`src/rtl/ldsync_pkg.sv`:
```
// Shared types and helpers for the load-sync arbiter.
package ldsync_pkg;

    typedef enum logic [1:0] {
        StIdle,
        StLoad,
        StAck
    } state_e;

    // Ceiling log2 for elaboration-time width calculations.
    function automatic int unsigned clog2(input int unsigned n);
        int unsigned r;
        r = 0;
        while ((32'd1 << r) < n) begin
            r = r + 1;
        end
        return r;
    endfunction

endpackage

```
`src/rtl/rr_pick.sv`:
```
// Round-robin priority pick: first set request at or above ptr_i, wrapping modulo N.
module rr_pick
    import ldsync_pkg::*;
#(
    parameter int unsigned N  = 4,
    parameter int unsigned IW = (clog2(N) > 0) ? clog2(N) : 1
) (
    input  logic [N-1:0]  req_i,
    input  logic [IW-1:0] ptr_i,
    output logic          valid_o,
    output logic [IW-1:0] idx_o
);

    // Scan from the farthest slot back to ptr so the nearest set request wins.
    always_comb begin
        int unsigned s;
        logic [IW-1:0] j;
        valid_o = 1'b0;
        idx_o   = '0;
        for (int k = N - 1; k >= 0; k--) begin
            s = 32'(ptr_i) + 32'(k);
            if (s >= N) begin
                s = s - N;
            end
            j = IW'(s);
            if (req_i[j]) begin
                valid_o = 1'b1;
                idx_o   = j;
            end
        end
    end

endmodule

```
`src/rtl/ldsync_arb.sv`:
```
// Round-robin load arbiter and sequencer for a bank of loadable sync registers.
module ldsync_arb
    import ldsync_pkg::*;
#(
    parameter int unsigned NREQ  = 4,
    parameter int unsigned AW    = 3,
    parameter int unsigned NREGS = 8,
    parameter int unsigned DW    = 16
) (
    input  logic                 clk,
    input  logic                 rst,
    input  logic [NREQ-1:0]      req,
    input  logic [NREQ*AW-1:0]   req_addr,
    input  logic [NREQ*DW-1:0]   req_data,
    input  logic                 lock,
    output logic [NREGS-1:0]     ld,
    output logic [DW-1:0]        d,
    output logic [NREQ-1:0]      ack,
    output logic                 busy,
    output logic                 err
);

    localparam int unsigned IW = (clog2(NREQ) > 0) ? clog2(NREQ) : 1;

    state_e        state_q, state_d;
    logic [IW-1:0] win_q, win_d;
    logic [IW-1:0] rr_ptr_q, rr_ptr_d;
    logic [AW-1:0] addr_q, addr_d;
    logic [DW-1:0] data_q, data_d;
    logic          err_q, err_d;

    logic          pick_valid;
    logic [IW-1:0] pick_idx;
    logic          grant;
    logic          addr_ok;

    rr_pick #(
        .N  (NREQ),
        .IW (IW)
    ) u_pick (
        .req_i   (req),
        .ptr_i   (rr_ptr_q),
        .valid_o (pick_valid),
        .idx_o   (pick_idx)
    );

    assign grant   = (state_q == StIdle) && !lock && pick_valid;
    assign addr_ok = 32'(addr_q) < NREGS;

    // State and captured-transaction registers; reset aborts any transaction in flight.
    always_ff @(posedge clk or posedge rst) begin
        if (rst) begin
            state_q  <= StIdle;
            win_q    <= '0;
            rr_ptr_q <= '0;
            addr_q   <= '0;
            data_q   <= '0;
            err_q    <= 1'b0;
        end else begin
            state_q  <= state_d;
            win_q    <= win_d;
            rr_ptr_q <= rr_ptr_d;
            addr_q   <= addr_d;
            data_q   <= data_d;
            err_q    <= err_d;
        end
    end

    // Next-state: lock only gates leaving IDLE; LOAD and ACK always run to completion.
    always_comb begin
        state_d = state_q;
        unique case (state_q)
            StIdle:  if (grant) state_d = StLoad;
            StLoad:  state_d = StAck;
            StAck:   state_d = StIdle;
            default: state_d = StIdle;
        endcase
    end

    // Capture winner on grant, flag bad addresses in LOAD, advance pointer past winner in ACK.
    always_comb begin
        win_d    = win_q;
        addr_d   = addr_q;
        data_d   = data_q;
        rr_ptr_d = rr_ptr_q;
        err_d    = err_q;
        if (grant) begin
            win_d = pick_idx;
            for (int unsigned i = 0; i < NREQ; i++) begin
                if (pick_idx == IW'(i)) begin
                    addr_d = req_addr[i*AW +: AW];
                    data_d = req_data[i*DW +: DW];
                end
            end
        end
        if ((state_q == StLoad) && !addr_ok) begin
            err_d = 1'b1;
        end
        if (state_q == StAck) begin
            rr_ptr_d = (32'(win_q) == NREQ - 1) ? '0 : win_q + IW'(1);
        end
    end

    // Outputs decoded from registered state only; no path from req to ld or ack.
    always_comb begin
        ld = '0;
        for (int unsigned r = 0; r < NREGS; r++) begin
            ld[r] = (state_q == StLoad) && (addr_q == AW'(r));
        end
        ack = '0;
        for (int unsigned i = 0; i < NREQ; i++) begin
            ack[i] = (state_q == StAck) && (win_q == IW'(i));
        end
        busy = (state_q != StIdle);
        d    = data_q;
        err  = err_q;
    end

endmodule

```
`config.mk`:
```
export PLATFORM = sky130hd
export DESIGN_NAME = ldsync_arb
export DESIGN_NICKNAME = d
export VERILOG_FILES = /design/src/rtl/ldsync_pkg.sv /design/src/rtl/rr_pick.sv /design/src/rtl/ldsync_arb.sv
export SDC_FILE = /design/constraint.sdc
export NUM_CORES = 1
export LEC_CHECK = 0
export ABC_AREA = 1
export CAP_MARGIN = 20
export CORE_MARGIN = 1
export CORE_UTILIZATION = 45
export CTS_CLUSTER_SIZE = 16
export DETAILED_ROUTE_END_ITERATION = 10
export DONT_BUFFER_PORTS = 1
export GPL_ROUTABILITY_DRIVEN = 0
export PLACE_DENSITY = 0.58
export SETUP_SLACK_MARGIN = 0.3
export SLEW_MARGIN = 20
export SYNTH_ARGS = -nofsm -noshare
export SYNTH_HDL_FRONTEND = slang
export SYNTH_SLANG_ARGS = --single-unit
```
`constraint.sdc`:
```
create_clock -name clk -period 1.8 [get_ports clk]
set_input_delay 0.18 -clock clk [delete_from_list [all_inputs] [get_ports clk]]
set_output_delay 0.18 -clock clk [all_outputs]
set_load 0.02 [all_outputs]
```
# Word-level counts from Yosys, hierarchy flattened
# Cells that the tools add are included.
[totals] ff_bits=25 inputBits=83 out_inout_bits=30 wordCells=90
[classes] n_addsub=8 magnitude_cmp=8 eq_ne=16 muxes=31 reduce_logical=22
[op_table] operator="2-to-1 mux 16 bit" count=4
[op_table] operator="2-to-1 mux 2 bit" count=10
[op_table] operator="logical AND 1 bit" count=14
[op_table] operator="equality test 3 bit (second input constant)" count=4
[op_table] operator="less-than comparator 2 x 3 -> 1 bit (second input constant)" count=4
[op_table] operator="2-to-1 mux 3 bit" count=4
[op_table] operator="equality test 2 bit (second input constant)" count=5
[op_table] operator="greater-or-equal comparator 3 bit (second input constant)" count=3
[op_table] operator="binary-select mux 1 bit (select 2 bit)" count=4
[op_table] operator="2-to-1 mux 1 bit" count=8
[op_table] operator="subtractor 2 x 1 -> 2 bit (second input constant)" count=4
[op_table] operator="adder 2 x 2 -> 3 bit (second input constant)" count=2
[op_table] operator="equality test 2 x 1 -> 1 bit (second input constant)" count=3
[op_table] operator="equality test 3 x 2 -> 1 bit (second input constant)" count=2
[op_table] operator="logical NOT 2 bit" count=3
[op_table] operator="case mux 2 bit (2 select lines)" count=1
[op_table] operator="nonzero test 4 bit" count=1
[op_table] operator="adder 2 x 1 -> 3 bit (second input constant)" count=1
[op_table] operator="equality test 3 x 1 -> 1 bit (second input constant)" count=1
[op_table] operator="greater-or-equal comparator 2 x 3 -> 1 bit (second input constant)" count=1
[op_table] operator="logical NOT 3 bit" count=1
[op_table] operator="adder 2 x 1 -> 2 bit (second input constant)" count=1
[op_table] operator="inequality test 2 bit (second input constant)" count=1
[op_table] operator="AND reduction 2 bit" count=1
[op_table] operator="other kinds (2)" count=2

# Longest topological paths before layout
[depth] ltp_word=14 depth_mapped=17 mapped_depth_nobuf=15

# Hierarchy
# A second synthesis with hierarchy kept.
[unflattened] cells_unflattened=362 area_unflattened_um2=2079.5
[modules_own_cells] mod="ldsync_arb" instances=1 cells_per_inst=316 area_per_inst_um2=1866.8 seq_area_each_um2=625.6
[modules_own_cells] mod="rr_pick" instances=1 cells_per_inst=46 area_per_inst_um2=212.7 seq_area_each_um2=0.0

# Least setup slack after synthesis
# OpenSTA, ideal clock, no wires.
[synth_timing] path_kind="reg-to-reg" startpoint="register rr_ptr_q[0]" endpoint="register addr_q[1]" setup_time_ns=0.116 arrival_ns=1.667 required_time_ns=1.684 slack_ns=0.017 path_stages_with_launch=16 n_path_buf=2 synth_period_minus_slack_ns=1.783 path_cell_list="dfrtp_1 -> buf_6 -> inv_4 -> nand2_1 -> and2_1 -> nand2_1 -> nand2_1 -> nor2_1 -> nand2_2 -> nand2_4 -> nand2_2 -> buf_2 -> o21ai_0 -> inv_1 -> nand2_1 -> nand2_1"
[synth_via] elab_chain_cells=13 word_cells_on_any_way=41 classes_between="add/sub (7); order compare (4); eq/ne (3); mux (23); reduce/logical (4)"
[synth_rtl] element="start: declaration" line="ldsync_arb.sv:27" rtl="logic [IW-1:0] rr_ptr_q, rr_ptr_d;"
[synth_rtl] element="start signal: assignment" line="ldsync_arb.sv:62" rtl="rr_ptr_q <= rr_ptr_d;"
[synth_rtl] element="adder 2 x 2 -> 3 bit" line="rr_pick.sv:21" rtl="s = 32'(ptr_i) + 32'(k);"
[synth_rtl] element="greater-or-equal comparator 3 bit or subtractor 2 x 1 -> 2 bit (tied branches)" line="rr_pick.sv:22, rr_pick.sv:23"
[synth_rtl] element="2-to-1 mux 2 bit" line="rr_pick.sv:22" rtl="if (s >= N) begin"
[synth_rtl] element="binary-select mux 1 bit (select 2 bit)" line="rr_pick.sv:26" rtl="if (req_i[j]) begin"
[synth_rtl] element="2-to-1 mux 1 bit (not written as such)" line="rr_pick.sv:26"
[synth_rtl] element="2-to-1 mux 2 bit (4 in a row)" line="rr_pick.sv:26"
[synth_rtl] element="equality test 2 x 1 -> 1 bit" line="ldsync_arb.sv:90" rtl="if (pick_idx == IW'(i)) begin"
[synth_rtl] element="2-to-1 mux 3 bit (3 in a row)" line="ldsync_arb.sv:90"
[synth_rtl] element="end signal: assignment" line="ldsync_arb.sv:63" rtl="addr_q <= addr_d;"
[synth_rtl] element="end: declaration" line="ldsync_arb.sv:28" rtl="logic [AW-1:0] addr_q, addr_d;"
# Several ways; a longest one is shown, not always the timed one. The select of a mux whose other input is x is not followed.
# A chain may end at the register's enable or synchronous reset.

# Final worst setup path
[layout_timing] startpoint="register rr_ptr_q[0]" endpoint="register data_q[14], in the netlist d[14]"
[layout_via] elab_chain_cells=13 word_cells_on_any_way=41 classes_between="add/sub (7); order compare (4); eq/ne (3); mux (23); reduce/logical (4)"
[layout_rtl] element="adder 2 x 2 -> 3 bit" line="rr_pick.sv:21"
[layout_rtl] element="greater-or-equal comparator 3 bit or subtractor 2 x 1 -> 2 bit (tied branches)" line="rr_pick.sv:22, rr_pick.sv:23"
[layout_rtl] element="2-to-1 mux 2 bit" line="rr_pick.sv:22"
[layout_rtl] element="binary-select mux 1 bit (select 2 bit)" line="rr_pick.sv:26"
[layout_rtl] element="2-to-1 mux 1 bit (not written as such)" line="rr_pick.sv:26"
[layout_rtl] element="2-to-1 mux 2 bit (4 in a row)" line="rr_pick.sv:26"
[layout_rtl] element="equality test 2 x 1 -> 1 bit" line="ldsync_arb.sv:90"
[layout_rtl] element="2-to-1 mux 16 bit (3 in a row)" line="ldsync_arb.sv:90"
[layout_rtl] element="end signal: assignment" line="ldsync_arb.sv:64" rtl="data_q <= data_d;"
[layout_rtl] element="end: declaration" line="ldsync_arb.sv:29" rtl="logic [DW-1:0] data_q, data_d;"
# Several ways; a longest one is shown, not always the timed one. The select of a mux whose other input is x is not followed.

==> results.tsv <==
stage	metric	value	unit
run_status	status	finished with violations	
run_status	violated checks	design-rule violations, negative setup slack	
timing	fmax	504	MHz
global_route	largest net degree at the start of global routing	26	
yosys	count of state elements after synthesis	25	
critical_path	critical path startpoint category	flip-flop	
final_layout	utilization after layout	0.617	
critical_path	Max FO, Critical Path	9	
final_layout	Antenna Diode Count	0	
pwr	Comb pwr share	0.759	
final_layout	commonest non-fill, non-tap cell in the layout	nand2_1	
yosys	Post-Syn Area per Cell	5.71	sq um
clock_network	clk_lat worst skew	0.27	ns
die	I/O pin cnt	113	
timing	tightest hold margin	0.129	ns
yosys	Synth Net Count	466	
clock_network	Clock Tree Buf Depth	2	
die	Core Box Area	4470	sq um
yosys	post-synthesis instance total	379	
placement	Buffers on Ports	0	
pwr	Reg power frac	0.191	
clock_network	Reg clk slew, reported paths	0.09	ns
hold_path	HP Class	primary input to flip-flop	
pwr	Switch Pwr	0.00362	W
route	Routed wire per std cell	13.4	um
clock_network	clock sinks	25	
global_route	aggregate global-route resource usage	0.226	
pwr	Final Power	0.00688	W
clock_network	CTS H-tree depth	1	
route	Post-Route WL	5920	um
critical_path	Req. time, crit path	1.97	ns
pwr	Net Sw Frac	0.527	
critical_path	Crit. End Element	flip-flop	
flow_run	max cap viols	0	
timing	# setup viols final	19	
final_layout	final std cells w/o fill	443	
pwr	pwr/cell area	2490	nW/um^2
die	Initial Utilization	0.484	
hold_path	Worst Hold Depth	4	
clock_network	total CTS buffers	3	
final_layout	Filler cells	462	
timing	Tmin final	1.98	ns
route	number of vias per cell	4.96	
critical_path	Arrival @ worst endpoint	2.15	ns
die	Rows	24	
clock_network	CTS tree	yes	
pwr	Max IR drop VDD	0.00165	V
final_layout	multi-input logic area	1340	sq um
final_layout	area growth from synthesis to layout	27.5	%
timing	fin worst setup slack	-0.184	ns
placement	DP Wirelength	4080	um
final_layout	register area	628	sq um
critical_path	crit path kind	flip-flop to flip-flop	
timing	RSZ-0062 raised after global routing	yes	
timing	final clock period utilization by the worst path	1.10	
route	vias post-DR	2196	
yosys	Mapped Area	2170	sq um
yosys	Yosys cell types	19	
die	Die Area	5090	sq um
placement	Inst Count DP	428	
final_layout	commonest cells after routing, fill and taps aside	nand2_1 (117), inv_1 (76), nand3_1 (41)	
route	DRT iter0 DRCs	134	
clock_network	CTS root buf	clkbuf_8	
pwr	clock power share	0.050	
die	DIE WIDTH	71.4	um
yosys	register area share after synthesis	0.289	
global_route	global route total overflow	0	
route	Final ANT Viol Nets	0	
pwr	Int Power	0.00326	W
critical_path	R2R cell count	15	
timing	pins over their slew limit	0	
die	Die Y	71.4	um
yosys	Synthesis Warnings	0	
pwr	static leakage	1.63	nW
global_route	number of global-route vias before repair	1945	
global_route	initial antenna violation count	0	
final_layout	Final Net Count	479	
global_route	first-pass GRT wire length	9110	um
timing	Final Hold Viols	0	
route	remaining design rule violation count	8	
route	TritonRoute pass-1 iters	8	
timing	Worst Clk Skew	0.00893	ns
final_layout	proportion of layout cells with a drive suffix above 1	0.205	
[sequential cells by signal, summed over array words and instances, names as in the netlist]
name      flops
addr_q        3
d            16
rr_ptr_q      2
state_q       2
win_q         2
[final cells by class]
type                       count  share of cell area
clock buffer                   4              0.0163
inverter                      81               0.112
multi-input combinational    256               0.485
sequential                    25               0.227
tap                           52              0.0236
timing repair buffer          25               0.135
[logic make-up (layout without fill, tap and decap cells)]
| family | count (synthesis) | after routing | share of synthesized area |
|---|---|---|---|
| adder cells (fa/ha/maj) | 4 | 4 | 0.0231 |
| AO/OA/AOI/OAI | 42 | 42 | 0.0971 |
| other | 1 | 1 | 0.00173 |
| buffers and inverters | 98 | 110 | 0.189 |
| AND/OR/NAND/NOR | 209 | 209 | 0.400 |
| flip-flops | 25 | 25 | 0.289 |
[routing by layer]
layer  up-vias  track usage  routed length, um
li1       1160            -                  -
met1       959        0.315               2700
met2        73        0.374               2830
met3         4       0.0281                323
met4         0       0.0600                 57
met5         -            0                  0
[metrics by stage]
step           worst slack (ns)  instance area, sq um  setup TNS [ns]
6_report                 -0.184                  2760           -2.94
5_1_grt                  -0.342                  2760           -5.93
4_1_cts                  -0.114                  2520           -1.54
3_5_place_dp             -0.207                  2280           -3.00
3_3_place_gp             -0.117                  2280           -1.96
2_1_floorplan            0.0311                  2170               0
[worst max-delay path, stage by stage (launching register included)]
cell	delay (ns)
dfrtp_2	0.48
inv_4	0.11
nand2_2	0.07
and2_4	0.14
nand2_2	0.07
nand2_2	0.06
inv_1	0.05
nand2_1	0.06
nand2_2	0.14
buf_6	0.12
nand3_4	0.12
clkbuf_16	0.19
nand3_1	0.08
nand2_1	0.06
nand2_1	0.07
nand2_1	0.05
[power by group through the flow]
stage / Sequential (W) / Clock, W / Combinational [W]
floorplan: 0.00122 / 0 / 0.00286
global placement: 0.00131 / 0 / 0.00374
detailed placement: 0.00132 / 0 / 0.00374
CTS: 0.00131 / 0.000348 / 0.00433
global route: 0.00136 / 0.000374 / 0.00583
finish: 0.00132 / 0.000343 / 0.00522
[final timing paths]
check                         endpoint    startpoint  slack [ns]
setup / recovery                 d[14]   rr_ptr_q[0]       -0.18
hold / removal                   d[15]  req_data[63]        0.13
setup reg to reg                 d[14]   rr_ptr_q[0]       -0.18
hold reg to reg             state_q[1]    state_q[1]        0.48
max in group asynchronous  rr_ptr_q[1]           rst        1.13
min in group asynchronous     win_q[1]           rst        0.40
[repair_timing]
item	in CTS	in global routing
buffers inserted	4	0
pin swaps	0	5
gates resized for setup	39	39
hold endpoints to repair	25	0
cloned	2	4
endpoints found under the setup margin	33	34
hold buffers	1	0
[synthesized netlist by cell type]
cell,instances,share of area
nand2_2,3,0.0087
buf_6,4,0.021
o21ai_1,1,0.0023
nand3_1,44,0.10
nor2_1,20,0.035
and2_1,2,0.0058
o21ai_0,41,0.095
dfrtp_1,25,0.29
buf_4,1,0.0035
inv_4,1,0.0029
nand2_1,138,0.24
clkbuf_1,7,0.012
nand3_2,1,0.0046
buf_2,5,0.012
nand2_4,1,0.0052
ha_1,4,0.023
inv_2,2,0.0035
inv_1,78,0.14
conb_1,1,0.0017
Note: power is estimated with default switching activity, not from simulation.
